[src/rtl/rc_pulse_decoder.sv]
// Servo-style pulse width decoder: measures the high time of PULSE_IN and maps it to a
// 5-bit power code, with strobes for accepted/rejected pulses and a signal-loss level.
module rc_pulse_decoder #(
  parameter int MIN_VALID = 36400,
  parameter int MIN_WIDTH = 72800,
  parameter int STEP      = 2348,
  parameter int MAX_WIDTH = 182000,
  parameter int TIMEOUT   = 1600000
) (
  input  logic       CLK,
  input  logic       RST,
  input  logic       PULSE_IN,
  output logic [4:0] CODE,
  output logic       VALID,
  output logic       ERR,
  output logic       LOST
);

  localparam int SW = $clog2(STEP + 1);
  localparam logic [20:0]   MIN_V     = 21'(MIN_VALID);
  localparam logic [20:0]   MIN_W     = 21'(MIN_WIDTH);
  localparam logic [20:0]   MAX_W     = 21'(MAX_WIDTH);
  localparam logic [20:0]   TO_W      = 21'(TIMEOUT);
  localparam logic [SW-1:0] STEP_LAST = SW'(STEP - 1);

  typedef enum logic [1:0] {ARM, WAIT_RISE, MEASURE, OVERLONG} state_t;

  state_t        state, state_nxt;
  logic          sync1, s, s_d;
  logic          rise, fall;
  logic [20:0]   cnt;
  logic [SW-1:0] step;
  logic [4:0]    wcode;
  logic [20:0]   timer, timer_nxt;
  logic [1:0]    arm_cnt;
  logic          clr, valid_nxt, err_nxt;

  assign rise = s & ~s_d;
  assign fall = ~s & s_d;

  always_ff @(posedge CLK or posedge RST) begin
    if (RST) begin
      sync1 <= 1'b0;
      s     <= 1'b0;
      s_d   <= 1'b0;
    end else begin
      sync1 <= PULSE_IN;
      s     <= sync1;
      s_d   <= s;
    end
  end

  always_ff @(posedge CLK or posedge RST) begin
    if (RST) state <= ARM;
    else     state <= state_nxt;
  end

  // The synchronizer resets low, so ARM waits for it to fill before trusting s.
  always_comb begin
    state_nxt = state;
    valid_nxt = 1'b0;
    err_nxt   = 1'b0;
    clr       = 1'b0;
    case (state)
      ARM:       if (arm_cnt == 2'd3 && !s) state_nxt = WAIT_RISE;
      WAIT_RISE: if (rise) begin
        clr       = 1'b1;
        state_nxt = MEASURE;
      end
      MEASURE: begin
        if (fall) begin
          state_nxt = WAIT_RISE;
          if (cnt < MIN_V || cnt > MAX_W) err_nxt   = 1'b1;
          else                            valid_nxt = 1'b1;
        end else if (cnt > MAX_W) begin
          err_nxt   = 1'b1;
          state_nxt = OVERLONG;
        end
      end
      OVERLONG:  if (fall) state_nxt = WAIT_RISE;
      default:   state_nxt = ARM;
    endcase
  end

  always_ff @(posedge CLK or posedge RST) begin
    if (RST)                              arm_cnt <= 2'd0;
    else if (state == ARM && arm_cnt != 2'd3) arm_cnt <= arm_cnt + 2'd1;
  end

  // Width counter starts at 1 on the rise cycle so cnt equals the high time at fall.
  always_ff @(posedge CLK or posedge RST) begin
    if (RST) begin
      cnt   <= '0;
      step  <= '0;
      wcode <= '0;
    end else if (clr) begin
      cnt   <= 21'd1;
      step  <= '0;
      wcode <= '0;
    end else if (state == MEASURE) begin
      if (cnt != '1) cnt <= cnt + 21'd1;
      if (cnt >= MIN_W) begin
        if (step == STEP_LAST) begin
          step <= '0;
          if (wcode != 5'd31) wcode <= wcode + 5'd1;
        end else begin
          step <= step + SW'(1);
        end
      end
    end
  end

  always_comb begin
    timer_nxt = timer;
    if (clr)                timer_nxt = '0;
    else if (timer != TO_W) timer_nxt = timer + 21'd1;
  end

  always_ff @(posedge CLK or posedge RST) begin
    if (RST) begin
      timer <= '0;
      LOST  <= 1'b1;
      VALID <= 1'b0;
      ERR   <= 1'b0;
      CODE  <= '0;
    end else begin
      timer <= timer_nxt;
      VALID <= valid_nxt;
      ERR   <= err_nxt;
      if (valid_nxt)               LOST <= 1'b0;
      else if (timer_nxt == TO_W)  LOST <= 1'b1;
      if (valid_nxt) CODE <= wcode;
    end
  end

endmodule
[config.mk]
export PLATFORM = sky130hd
export DESIGN_NAME = rc_pulse_decoder
export DESIGN_NICKNAME = d
export VERILOG_FILES = /design/src/rtl/rc_pulse_decoder.sv
export SDC_FILE = /design/constraint.sdc
export NUM_CORES = 1
export LEC_CHECK = 0
export BUFFER_PORTS_ARGS = -buffer_cell sky130_fd_sc_hd__buf_2
export CAP_MARGIN = 40
export CORE_UTILIZATION = 63
export DETAILED_ROUTE_END_ITERATION = 7
export PLACE_DENSITY = 0.8
export SKIP_LAST_GASP = 1
export SYNTH_ARGS = -nofsm -noshare
export SYNTH_HDL_FRONTEND = slang
export SYNTH_SLANG_ARGS = --single-unit
[constraint.sdc]
create_clock -name CLK -period 2.55 [get_ports CLK]
set_input_delay 0.255 -clock CLK [delete_from_list [all_inputs] [get_ports CLK]]
set_output_delay 0.255 -clock CLK [all_outputs]
set_load 0.1 [all_outputs]
==> results.md <==
* Reg-to-Reg End: LOST$_DFFE_PP1P_
* Top achievable clock speed at 415 MHz
* Critical Path Source Type: flip-flop
* Worst setup EP type: flip-flop
* Mean Syn Cell Area at 9.29 um2
* RSZ-0062 raised after global routing: true
* Antenna Violating Nets Remaining at 0
* Layout cells sized above 1 at 14.6%
* Failing checks: negative hold slack
* Crit path max fanout at 10
* Skew final at 4.54 ps
* Final net count at 487
* Clk buf depth at 2
* Chip width at 83.8 um
* CP max stage delay at 530 ps
* Simple-Gate Fraction of Synth Area at 25.1%
* Mapped Cells at 453
* Cell area after layout at 0.00467 mm2
* Wire length on met2 at 4240 um
* Largest family of logic cells by synthesized area: simple AND/OR/NAND/NOR gates
* Crit path DAT at 2680 ps
* Area leader, netlist: dfrtp_1
* Via count at 3481
* WL final at 9100 um
* Sequential-to-total area share from yosys stat at 44.0%
* First drt pass iteration count at 7
* Slew HR at 55.9%
* Routed wl met3 at 385 um
* Critical path's slowest cell: dfrtp_1
* I/O Buffers at 10
* Root buffer cell: clkbuf_8
* Fin crit period at 2410 ps
* Maximum VDD drop at 571 uV
* H-tree depth at 3
* Final Hold Viols at 16
* Share of the synthesized area in the top cell type at 43.4%
* Asr flop ratio synth at 100%
* IO Pins at 11
* Period utilization at 94.5%
* Top sig layer: met4
* Pin count of the biggest net entering global routing at 45
* Synth cell count leaders: dfrtp_1 (73), nor2_1 (50), o21ai_0 (32)
* Critical Path RT at 2820 ps
* Count leader, synth: dfrtp_1
* Final setup fails at 0
* Synth Warn # at 0
* Mapped Nets at 467
* Xor and xnor area share after synthesis at 6.66%
* R2R Setup Slk at 140 ps
* Vias in the first global route at 3258
* CTS tree: built
* Hold slack at -6.44 ps
* Post-synthesis mux area share at 2.82%
* Layout area overhead at 10.8%
* CP endpoint: LOST$_DFFE_PP1P_
* Cts bufs inserted at 9
* Area contributors post-synth: dfrtp_1 (43%), nor2_1 (4.5%), o21ai_0 (3.8%)
* Initial cell density of the core at 65.9%
* Worst reg2reg path depth at 6
* Worst-path clk slew at 80 ps
* DRT iter0 DRCs at 275
* Pins Over Slew Limit at 0
* Mapped Area at 0.00421 mm2
* Max cap viols at 0
* Initial antenna violation count at 0
* HPWL after DPL at 6310 um
* Row cnt at 29
* Compound-cell area share of the yosys netlist at 14.0%
* EDFF count, synth at 0
* Final GP Congestion at 0.902
* GRT Total Usage at 28.1%
* Yosys reg bits at 74
* Leak Pwr at 0.00199 uW
* Hold Crit Class: in2async
* Post-DP Area at 0.00443 mm2
* Residual DRC at 0
* Power per Cell Area at 641 mW/mm2
* Worst-path cell chain: nand3_4 > or4_1 > a21oi_2 > nor4b_2 > or4b_1 > o31ai_2
* Core region area at 0.00639 mm2
* First-pass GRT wire length at 15700 um
* Ant. Diodes at 0
* # fillers at 460
* Met1 Wirelength at 4350 um
* Routed wire per std cell at 16.4 um
* WS Path Type: reg2reg
* GRT overflow at 0
* Final Power at 2990 uW
* Worst-margin pin slew at 660 ps
* Post-synthesis adder-cell area fraction at 3.27%
* CP startpoint: timer[2]$_DFF_PP0_
* Die area at 0.00701 mm2
* Most used flip-flop cell after synthesis: dfrtp_1
* Clk sinks at 74
* Clock latency on the worst-skew pair at 350 ps
* Worst R2R Start: timer[2]$_DFF_PP0_
* Synth cell types at 63
* Die H at 83.8 um
* Vias per cell at 6.27
* Status: finished with violations
[cell families (layout without fill, tap and decap cells)]
kind of cell | after synthesis | in the layout
and+or+nand+nor | 194 | 194
AOI/OAI and AO/OA | 93 | 93
DFF | 74 | 74
buffers and inverters | 38 | 63
xor gates and xnor gates | 32 | 32
adders and majority gates | 11 | 11
muxes | 11 | 11
[cells in the final DEF (no fill, tap or decap), types with 13 or more instances in the layout]
cell      n
xnor2_1  15
nand4_1  15
o21ai_0  32
dfrtp_1  73
inv_1    13
xor2_1   17
nor2_1   50
nand2_1  31
nand3_1  23
buf_4    19
a21oi_1  21
[critical path, delay by kind of cell, from the launching register on]
kind | cells | cell delay [ps]
AO/OA/AOI/OAI | 2 | 440
flip-flops | 1 | 530
AND/OR/NAND/NOR | 4 | 1360
[final cells by class]
type / count / area [um2] / share of cell area, %
timing repair buffer: 32 / 243 / 5.20
multi-input combinational: 341 / 2200 / 47.1
sequential: 74 / 1850 / 39.7
clock inverter: 7 / 93.8 / 2.01
inverter: 15 / 56.3 / 1.21
clock buffer: 9 / 124 / 2.65
tap: 77 / 96.3 / 2.06
[routing by layer]
layer,vias up,global-route usage [%]
li1,1681,-
met1,1699,40.3
met2,88,43.8
met3,13,6.03
met4,0,6.47
met5,-,0
[worst min path at each step]
| stage | start | endpoint | slack, ps | cells past startpoint |
|---|---|---|---|---|
| 2_1_floorplan | PULSE_IN | sync1$_DFF_PP0_ | 290 | 0 |
| 4_1_cts | PULSE_IN | sync1$_DFF_PP0_ | 0.9 | 1 |
| 3_5_place_dp | sync1$_DFF_PP0_ | s$_DFF_PP0_ | 350 | 0 |
| 3_3_place_gp | sync1$_DFF_PP0_ | s$_DFF_PP0_ | 340 | 0 |
| 5_1_grt | RST | step[11]$_DFFE_PP0P_ | 50 | 2 |
| 6_report | RST | step[11]$_DFFE_PP0P_ | -6 | 2 |
[report_power, final]
group	switching [uW]	internal, uW	leakage [uW]	total, uW
logic	373	245	0.000890	618
registers	130	1240	0.000998	1370
clock network	449	548	0.000105	997
total	951	2040	0.00199	2990
[sequential cells by signal (all words and copies together), names as in the netlist]
| register | count |
|---|---|
| cnt | 21 |
| CODE | 5 |
| arm_cnt | 2 |
| sync1 | 1 |
| s | 1 |
| state | 2 |
| VALID | 1 |
| wcode | 5 |
| LOST | 1 |
| ERR | 1 |
| timer | 21 |
| step | 12 |
| s_d | 1 |
[metrics by stage]
| step | utilization (%) | setup slack [ps] | TNS [ps] | cells | hold WS [ps] |
|---|---|---|---|---|---|
| 2_1_floorplan | - | 284 | 0 | 453 | 286 |
| 3_3_place_gp | 69.3 | 201 | 0 | 538 | 336 |
| 3_5_place_dp | 69.3 | 96.3 | 0 | 538 | 346 |
| 4_1_cts | 72.7 | 94.9 | 0 | 554 | 0.917 |
| 5_1_grt | 73.1 | -25.2 | -25.2 | 555 | 49.8 |
| 6_report | 73.1 | 140 | 0 | 555 | -6.44 |
[repair_timing]
action                     in CTS  in global routing
resized for setup               0                  2
buffers inserted                0                  0
hold endpoints to repair        0                  1
hold buffers                    0                  1
setup endpoints to repair       0                 10
No activity file was read; power rests on OpenSTA's default activity.
